--- src/rtl/ram_param.sv ---
// ram_param
//   Parametrised single-port synchronous RAM with a registered read and a
//   hardware zero-fill sequencer. After reset, or when clear is pulsed, the
//   array is swept from word 0 to word DEPTH-1 writing zeros. During the sweep
//   busy is high and load/rd_en are ignored.
//
// Parameters
//   WIDTH   data word width in bits
//   DEPTH   number of words (need not be a power of two)
//   ADDR_W  address width, 2**ADDR_W >= DEPTH
//
// Ports
//   clk        rising-edge clock
//   rst_n      asynchronous active-low reset
//   clear      one-cycle request to zero-fill the whole array
//   load       write enable
//   rd_en      read request
//   addr       word address for read and write
//   inp        write data
//   out        registered read data
//   out_valid  one-cycle strobe, out was updated by a read
//   busy       high while the clear sweep runs
//   addr_err   one-cycle strobe, load/rd_en used an address >= DEPTH
//
// state    | meaning
// ST_CLEAR | zero-fill sweep in progress, mem[ptr] <= 0 each edge
// ST_IDLE  | normal read/write operation

module ram_param #(
    parameter int WIDTH  = 16,
    parameter int DEPTH  = 8,
    parameter int ADDR_W = 3
) (
    input  logic              clk,
    input  logic              rst_n,
    input  logic              clear,
    input  logic              load,
    input  logic              rd_en,
    input  logic [ADDR_W-1:0] addr,
    input  logic [WIDTH-1:0]  inp,
    output logic [WIDTH-1:0]  out,
    output logic              out_valid,
    output logic              busy,
    output logic              addr_err
);

    typedef enum logic {
        ST_CLEAR = 1'b0,
        ST_IDLE  = 1'b1
    } state_e;

    localparam int              LAST_I   = DEPTH - 1;
    localparam logic [ADDR_W-1:0] LAST_PTR = LAST_I[ADDR_W-1:0];
    localparam logic [ADDR_W:0]   DEPTH_W  = DEPTH[ADDR_W:0];

    // Storage array; deliberately not reset, the sweep initialises it.
    logic [WIDTH-1:0] mem_q [DEPTH];

    state_e            state_q, state_d;
    logic [ADDR_W-1:0] ptr_q, ptr_d;
    logic [WIDTH-1:0]  out_q, out_d;
    logic              out_valid_q, out_valid_d;
    logic              addr_err_q, addr_err_d;

    logic              mem_we;
    logic [ADDR_W-1:0] mem_waddr;
    logic [WIDTH-1:0]  mem_wdata;
    logic              addr_ok;

    // Extra leading zero keeps the compare correct when DEPTH == 2**ADDR_W.
    assign addr_ok = ({1'b0, addr} < DEPTH_W);

    always_comb begin
        state_d     = state_q;
        ptr_d       = ptr_q;
        out_d       = out_q;
        out_valid_d = 1'b0;
        addr_err_d  = 1'b0;
        mem_we      = 1'b0;
        mem_waddr   = addr;
        mem_wdata   = inp;

        unique case (state_q)
            ST_CLEAR: begin
                mem_we    = 1'b1;
                mem_wdata = '0;
                if (clear) begin
                    // Restart: this edge zeroes word 0 and the full sweep
                    // then runs again from ptr 0.
                    mem_waddr = '0;
                    ptr_d     = '0;
                end else begin
                    mem_waddr = ptr_q;
                    if (ptr_q == LAST_PTR) begin
                        ptr_d   = '0;
                        state_d = ST_IDLE;
                    end else begin
                        ptr_d = ptr_q + ADDR_W'(1);
                    end
                end
            end

            ST_IDLE: begin
                if (clear) begin
                    // clear wins over load/rd_en; both are dropped.
                    state_d = ST_CLEAR;
                    ptr_d   = '0;
                end else begin
                    if (load && addr_ok) begin
                        mem_we = 1'b1;
                    end
                    if (rd_en) begin
                        out_valid_d = 1'b1;
                        // mem_q is sampled before the write lands: read-first.
                        out_d = addr_ok ? mem_q[addr] : '0;
                    end
                    addr_err_d = (load || rd_en) && !addr_ok;
                end
            end

            default: begin
                state_d = ST_CLEAR;
                ptr_d   = '0;
            end
        endcase
    end

    always_ff @(posedge clk or negedge rst_n) begin
        if (!rst_n) begin
            state_q     <= ST_CLEAR;
            ptr_q       <= '0;
            out_q       <= '0;
            out_valid_q <= 1'b0;
            addr_err_q  <= 1'b0;
        end else begin
            state_q     <= state_d;
            ptr_q       <= ptr_d;
            out_q       <= out_d;
            out_valid_q <= out_valid_d;
            addr_err_q  <= addr_err_d;
        end
    end

    always_ff @(posedge clk) begin
        if (mem_we) begin
            mem_q[mem_waddr] <= mem_wdata;
        end
    end

    assign out       = out_q;
    assign out_valid = out_valid_q;
    assign addr_err  = addr_err_q;
    assign busy      = (state_q == ST_CLEAR);

endmodule
--- config.mk ---
export PLATFORM = sky130hd
export DESIGN_NAME = ram_param
export DESIGN_NICKNAME = d
export VERILOG_FILES = /design/src/rtl/ram_param.sv
export SDC_FILE = /design/constraint.sdc
export NUM_CORES = 1
export LEC_CHECK = 0
export ABC_AREA = 1
export CAP_MARGIN = 15
export CORE_MARGIN = 2
export CORE_UTILIZATION = 30
export CTS_BUF_LIST = sky130_fd_sc_hd__clkbuf_2 sky130_fd_sc_hd__clkbuf_4 sky130_fd_sc_hd__clkbuf_8
export CTS_CLUSTER_SIZE = 16
export DETAILED_ROUTE_END_ITERATION = 7
export HOLD_SLACK_MARGIN = 0.15
export PLACE_DENSITY_LB_ADDON = 0.2
export SYNTH_ARGS = -nofsm -noshare
export SYNTH_HDL_FRONTEND = slang
export SYNTH_SLANG_ARGS = --single-unit
--- constraint.sdc ---
create_clock -name clk -period 2.77 [get_ports clk]
set_input_delay 0.554 -clock clk [delete_from_list [all_inputs] [get_ports clk]]
set_output_delay 0.554 -clock clk [all_outputs]
set_load 0.02 [all_outputs]
---- Word level (Yosys, flattened, before mapping) ----
Memory sizes are Yosys's and may differ from the RTL's. A register that Yosys moved wholly into a read port is not among the register bits.
Index checks and enable logic that the tools add are counted.
cells by class
  $add $sub $neg .......................... 1
  equality and inequality tests ........... 1
  mux-type cells .......................... 18
  bitwise logic cells ..................... 2
  reduce and logical (&&, ||, !) cells .... 2
operator list
  kind                                                           count
  16-bit 2-to-1 mux                                              1
  3-bit 2-to-1 mux                                               4
  1-bit 2-to-1 mux                                               10
  3-bit one-hot mux with 2 select lines                          1
  1-bit one-hot mux with 2 select lines                          2
  3-bit by 1-bit adder with 3-bit output, second input constant  1
  3-bit equality test, second input constant                     1
  3-bit AND reduction                                            1
  1-bit NOT                                                      2
  1-bit logical NOT                                              1
storage, ports and cells
  bits in registers ....................... 5
  RAM bits ................................ 128
  input port bits ......................... 24
  logic and storage cells ................. 28
  memories ................................ 1
memories
  memory  words  bits a word  read ports  clocked after memory_dff  write ports  line  source
  mem_q   8      16           1           1                         1            57    logic [WIDTH-1:0] mem_q [DEPTH];

---- Logic depth before layout (Yosys ltp) ----
Gate-level depths: netlist (run 1).
  depth after elaboration ................. 5
  depth in mapped cells ................... 8

---- Least setup slack after synthesis (run 1) ----
Ideal clock, no wire load.
  kind .................................... input -> register
  from .................................... input port addr[0]
  to ...................................... memory mem_q[6][0], enable pin
  library setup time ...................... 0.388 ns
  data arrival time ....................... 1.742 ns
  data required time ...................... 2.382 ns
  slack ................................... 0.639 ns
  stages .................................. 4
  cells stage by stage .................... buf_4 a22oi_2 nand2_1 nor2_1
between the ends
  word-level cells in the longest chain between the ends .. 1
ends and longest elaborated chain
  what              line  source
  from (decl)       39    input logic [ADDR_W-1:0] addr,
  3-bit 2-to-1 mux  83    unique case (state_q)
  to (decl)         57
No other way between the ends.

---- Final worst setup path (run 1) ----
  from .................................... register state_q
  to ...................................... output port busy
between the ends
  word-level cells in the longest chain between the ends .. 1
ends and longest elaborated chain
  what                    line  source
  from (decl)             59    state_e state_q, state_d;
  from (signal assigned)  136   state_q <= state_d;
  1-bit NOT               -
  to (decl)               43    output logic busy,
No other way between the ends.

==> run_results.csv, run 1 <==
group,metric,value,unit
run_status,status,"finished, final reports clean",
finish,layout.nets,717,
finish,nFillCells,2134,
worst_setup_path,critPathKind,"flip-flop to output pin",
cts,post_cts_resized,0,
synthesis,synth_top_area_share,59.53,%
floorplanning,die_area,22710,sq um
place,gp_congestion,0.7850,
power_and_ir_drop,p_leak,3.491,nW
timing,clock_skew,0.008813,ns
timing,worst_pin_slew,0.5272,ns
finish,layout.area.seq,4369,sq um
place,numPortBuffers,41,
finish,post_route_cells_drive_above_1_share,8.807,%
floorplanning,die_w,150.7,microns
cts,tritoncts,"built",
cts,postCtsSetupBuffers,0,
cts,ctsLongestPathBuffers,2,
finish,n_antenna_cell,0,
cts,clk_pin_slew,0.08,ns
synthesis,syn_avg_cell_area,10.12,sq um
floorplanning,initial_core_util,30.62,%
worst_setup_path,critPathLaunchType,"flip-flop",
drt,drt_wl_total,15490,microns
worst_setup_path,r2r-start,"state_q",
job,drv_cap,0,
worst_setup_path,cp.depth,2,
global_route,grt_pass1_vias,4235,
floorplanning,die_y,150.7,microns
finish,synthToLayoutAreaGrowth,18.51,%
timing,rsz0062_at_grt,"no",
floorplanning,row_count,53,
timing,slew_headroom,64.82,%
timing,setup_viol,0,
cts,clock_latency,0.45,ns
drt,top_layer_used,"met4",
finish,multi_input_area,1449,sq um
timing,fin_crit,2.137,ns
synthesis,ys_ff_latch,149,
timing,finalSetupTns,0,ns
cts,clock_sinks,149,
worst_setup_path,max_stage_delay,0.62,ns
synthesis,synth_warnings,0,
timing,finalMaxSlewViolations,0,
worst_setup_path,reg2reg_depth,6,
synthesis,netlist_instances,638,
cts,cts-hold-fix-buffers,0,
worst_setup_path,cp_max_fo,9,
place,hpwl,10180,microns
place,dp.cells,947,
cts,cts-htree-levels,4,
floorplanning,io_pins,43,
drt,drtIter0Drc,284,
cts,clockRootBuffer,"clkbuf_8",
timing,hold_viol_final,0,
global_route,grt_pass1_wl,24050,microns
power_and_ir_drop,peakVddDrop,255.1,uV
worst_setup_path,critical_path.endpoint_type,"output pin",
drt,drt_first_pass_iters,4,
drt,route.met3.wl,713,microns
timing,fmax,467.9,MHz
floorplanning,core,21090,sq um
timing,final.period_utilization,77.15,%
worst_setup_path,slowest_stage,"clkdlybuf4s50_1",
drt,drc_errors,0,
global_route,antenna_found_initial,0,
power_and_ir_drop,power,0.004847,W
worst_setup_path,cp-startpoint,"state_q",
worst_setup_path,crit_buf_inv,2,
synthesis,synth_nets,664,
drt,drt-met1-wl,7445,microns
synthesis,ys_types,21,
global_route,track_usage,14.50,%
global_route,overflow,0,
drt,num_vias,4346,
cts,cts_buffers,17,
drt,viasPerCell,4.439,
worst_setup_path,crit_family,"buffers and inverters",
worst_setup_path,worstPathCellList,"inv_2, clkdlybuf4s50_1",
power_and_ir_drop,power_density,633.5,nW/um^2
synthesis,yosysSeqAreaShare,67.67,%
worst_setup_path,crit_arrival,1.58,ns
drt,ant_nets,0,
worst_setup_path,required,2.22,ns
global_route,grt_max_degree,65,
synthesis,syn_area,6456,sq um
min_path,hold_path.class,"primary input to asynchronous set/reset pin",
finish,stdcell_count,979,
synthesis,synthTopCellsByArea,"edfxtp_1 60%, nand2_1 13%, dfrtp_1 8.1%",
synthesis,yosysTopAreaCell,"edfxtp_1",
drt,route.met2.wl,7109,microns
drt,wire_per_inst,15.82,microns
==> layer usage <==
layer	vias to the layer above	track usage, %
met1	2113	20.44
met3	15	3.242
met2	94	22.27
met4	0	4.579
met5	-	0
li1	2124	-
==> flip-flops by register name, indices dropped and copies added (netlist names) <==
signal	flops
mem_q	128
out	16
ptr_q	3
out_valid	1
state_q	1
==> synth_stat cells <==
library cell  instances
nor2_1                8
buf_2                18
nor2_2                1
inv_1               118
a22oi_2               1
nand2b_4              1
nand2_1             221
buf_4                 4
a21oi_1               1
dfrtp_1              21
ha_1                  2
buf_6                 5
o31ai_1               1
buf_1                 1
nand3_2               1
nand3_1              97
inv_2                 4
edfxtp_1            128
conb_1                1
o21ai_1               2
o21ai_0               2
==> through the flow <==
step | utilization (%) | instance area (sq um) | setup slack, ns | hold slack (ns)
2_1_floorplan | - | 6456 | 0.6394 | 0.2584
6_report | 36.28 | 7651 | 0.6329 | 0.4699
5_1_grt | 36.28 | 7651 | 0.5390 | 0.4720
4_1_cts | 36.28 | 7651 | 0.6073 | 0.4606
3_5_place_dp | 34.18 | 7208 | 0.4466 | 0.4682
3_3_place_gp | 34.18 | 7208 | 0.4618 | 0.4633
==> power breakdown <==
group | internal, W | leakage [nW] | switching [W]
combinational | 0.000172 | 1.80 | 0.000265
clock | 0.00107 | 0.229 | 0.000787
sequential | 0.00252 | 1.46 | 0.0000352
total | 0.00376 | 3.49 | 0.00109
==> logic make-up after synthesis <==
logic type	share of synthesized area, %
AOI/OAI and AO/OA	0.6976
and+or+nand+nor	21.30
adders and majority gates	0.3875
other	0.05808
DFF	67.67
buffers and inverters	9.884
==> worst register-to-register path, cell delays in order, from the launching register on <==
cell and delay [ns]:
dfrtp_1 0.36, buf_4 0.31, nor2_2 0.11, a22oi_2 0.16
nand2_1 0.16, nor2_1 0.14, buf_4 0.28
==> cell usage in the layout (no fill, tap or decap), types with 2 or more instances in the layout <==
master,n
o21ai_0,2
o21ai_1,2
clkinv_2,5
dfrtp_1,21
inv_2,4
nor2_1,8
clkdlybuf4s50_1,40
edfxtp_1,128
buf_4,19
nand2_1,221
ha_1,2
inv_1,118
bufinv_16,4
buf_12,2
nand3_1,97
clkbuf_4,2
clkbuf_8,20
==> layout make-up <==
class / count / area share, %
Sequential cell: 149 / 57.11
Multi-Input combinational cell: 339 / 18.94
Timing Repair Buffer: 62 / 7.686
Inverter: 122 / 5.985
Tap cell: 275 / 4.497
Clock buffer: 22 / 3.794
Clock inverter: 10 / 1.995
==> path summary, 6_finish.rpt <==
path	endpoint	slack (ns)
max	busy	0.63
min	out_valid	0.47
max reg2reg	mem_q[4][9]	0.94
min reg2reg	out[9]	0.48
max in group asynchronous	out[13]	2.04
min in group clk	out[9]	0.48
Note: power is estimated with default switching activity, not from simulation.
==> run 2: changes to the inputs <==
Clock period 2.77 ns to 1.9 ns, I/O delays scaled along.
==> run 2 against run 1 <==
  * Die area stayed put
  * Routed wire length is 1.4% higher
  * Worst setup slack worse by 0.54 ns
  * Cell area up 1.8%
  * Sequential share of layout area is 0.98 points lower
  * Critical endpoint is now out[0]
  * Largest cell class unchanged
  * Highest routed layer unchanged
==> run_results.csv, run 2 (synthesis gave the netlist of run 1 again) <==
group,metric,value,unit
global_route,track_usage,14.71,%
cts,cts-hold-fix-buffers,0,
power_and_ir_drop,power_density,893.4,nW/um^2
job,drv_cap,0,
timing,hold_ws,0.3209,ns
finish,stdcell_count,993,
finish,layout_commonest_cell,"nand2_1",
cts,clock_sinks,149,
finish,finalInstanceArea,7787,sq um
finish,synthToLayoutAreaGrowth,20.62,%
worst_setup_path,crit_arrival,1.42,ns
cts,ctsLongestPathBuffers,2,
timing,clock_skew,0.01733,ns
drt,wire_per_inst,15.81,microns
global_route,grt_pass1_vias,4286,
cts,clk_pin_slew,0.09,ns
place,gp_congestion,0.8173,
worst_setup_path,slowest_stage,"clkdlybuf4s50_1",
drt,num_vias,4375,
floorplanning,die_y,150.7,microns
place,numPortBuffers,41,
global_route,antenna_found_initial,0,
place,dp.cells,961,
cts,postCtsSetupBuffers,0,
timing,fmax,554.6,MHz
worst_setup_path,crit_buf_inv,1,
drt,drt_wl_total,15700,microns
floorplanning,die_w,150.7,microns
finish,n_antenna_cell,0,
finish,largest_reg_flops,128,
place,hpwl,10310,microns
worst_setup_path,critPathLaunchType,"flip-flop",
floorplanning,row_count,53,
power_and_ir_drop,peakVddDrop,412.7,uV
drt,viasPerCell,4.406,
finish,finish.utilization,36.93,%
min_path,hold_path.class,"primary input to asynchronous set/reset pin",
floorplanning,io_pins,43,
global_route,grt_pass1_wl,24420,microns
place,place_area,7373,sq um
floorplanning,initial_core_util,30.62,%
worst_setup_path,crit_family,"buffers and inverters",
finish,layout.area.seq,4370,sq um
drt,ant_nets,0,
timing,fin_crit,1.803,ns
finish,mostFrequentLayoutCells,"221 x nand2_1, 128 x edfxtp_1, 118 x inv_1",
timing,setup_viol,0,
drt,drtIter0Drc,395,
timing,final.period_utilization,94.90,%
finish,top_register,"mem_q",
worst_setup_path,max_stage_delay,0.62,ns
finish,multi_input_area,1459,sq um
worst_setup_path,cp_max_fo,2,
finish,layout.nets,731,
finish,nFillCells,2158,
finish,post_route_cells_drive_above_1_share,11.28,%
power_and_ir_drop,p_leak,3.555,nW
drt,drt_first_pass_iters,4,
global_route,overflow,0,
worst_setup_path,worstPathCellList,"clkdlybuf4s50_1",
cts,cts_buffers,17,
cts,cts-htree-levels,4,
worst_setup_path,critical_path.endpoint_type,"output pin",
timing,hold_viol_final,0,
cts,clockRootBuffer,"clkbuf_8",
floorplanning,die_area,22710,sq um
floorplanning,core,21090,sq um
cts,clock_latency,0.44,ns
timing,rsz0062_at_grt,"no",
cts,tritoncts,"built",
timing,finalMaxSlewViolations,0,
run_status,status,"finished, final reports clean",
drt,drc_errors,0,
global_route,grt_max_degree,42,
worst_setup_path,required,1.52,ns
worst_setup_path,critPathKind,"flip-flop to output pin",
run 2: report_power, final:
| group | internal [W] | switching [W] |
|---|---|---|
| combinational | 0.000277 | 0.000395 |
| clock | 0.00137 | 0.00119 |
| sequential | 0.00368 | 0.0000529 |
| total | 0.00532 | 0.00164 |
run 2: what timing repair did:
item | CTS | global route
pin swaps | 0 | 0
hold endpoints to repair | 0 | 0
endpoints found under the setup margin | 1 | 49
gates resized for setup | 1 | 2
run 2: cell type report:
class / instances / share of cell area (%)
inverter: 122 / 5.880
multi-input combinational: 339 / 18.73
timing repair buffer: 76 / 9.544
clock inverter: 11 / 1.912
sequential: 149 / 56.12
clock buffer: 21 / 3.390
tap: 275 / 4.418
run 2: final timing paths:
path | startpoint | to | slack, ns | cells after the start
max in group asynchronous | rst_n | state_q | 1.29 | 2
min in group clk | out[1] | out[1] | 0.48 | 2
setup / recovery | out[0] | out[0] | 0.1 | 1
hold reg to reg | out[1] | out[1] | 0.48 | 2
setup reg to reg | state_q | mem_q[3][13] | 0.14 | 6
hold / removal | rst_n | out[12] | 0.32 | 2
run 2: per-stage QoR:
stage	setup TNS, ns	total power, W	setup slack [ns]
floorplan	-7.178	0.004165	-0.1122
global placement	-23.89	0.004473	-0.2788
detailed placement	-28.50	0.004480	-0.3043
CTS	0	0.007041	0.01774
global route	0	0.007250	0.01433
finish	0	0.006957	0.09690
run 2: metal layers:
layer / wire length, microns / track usage [%]
met1: 7530 / 21.08
met2: 7257 / 22.80
met3: 775 / 3.152
met4: 141 / 3.645
met5: 0 / 0
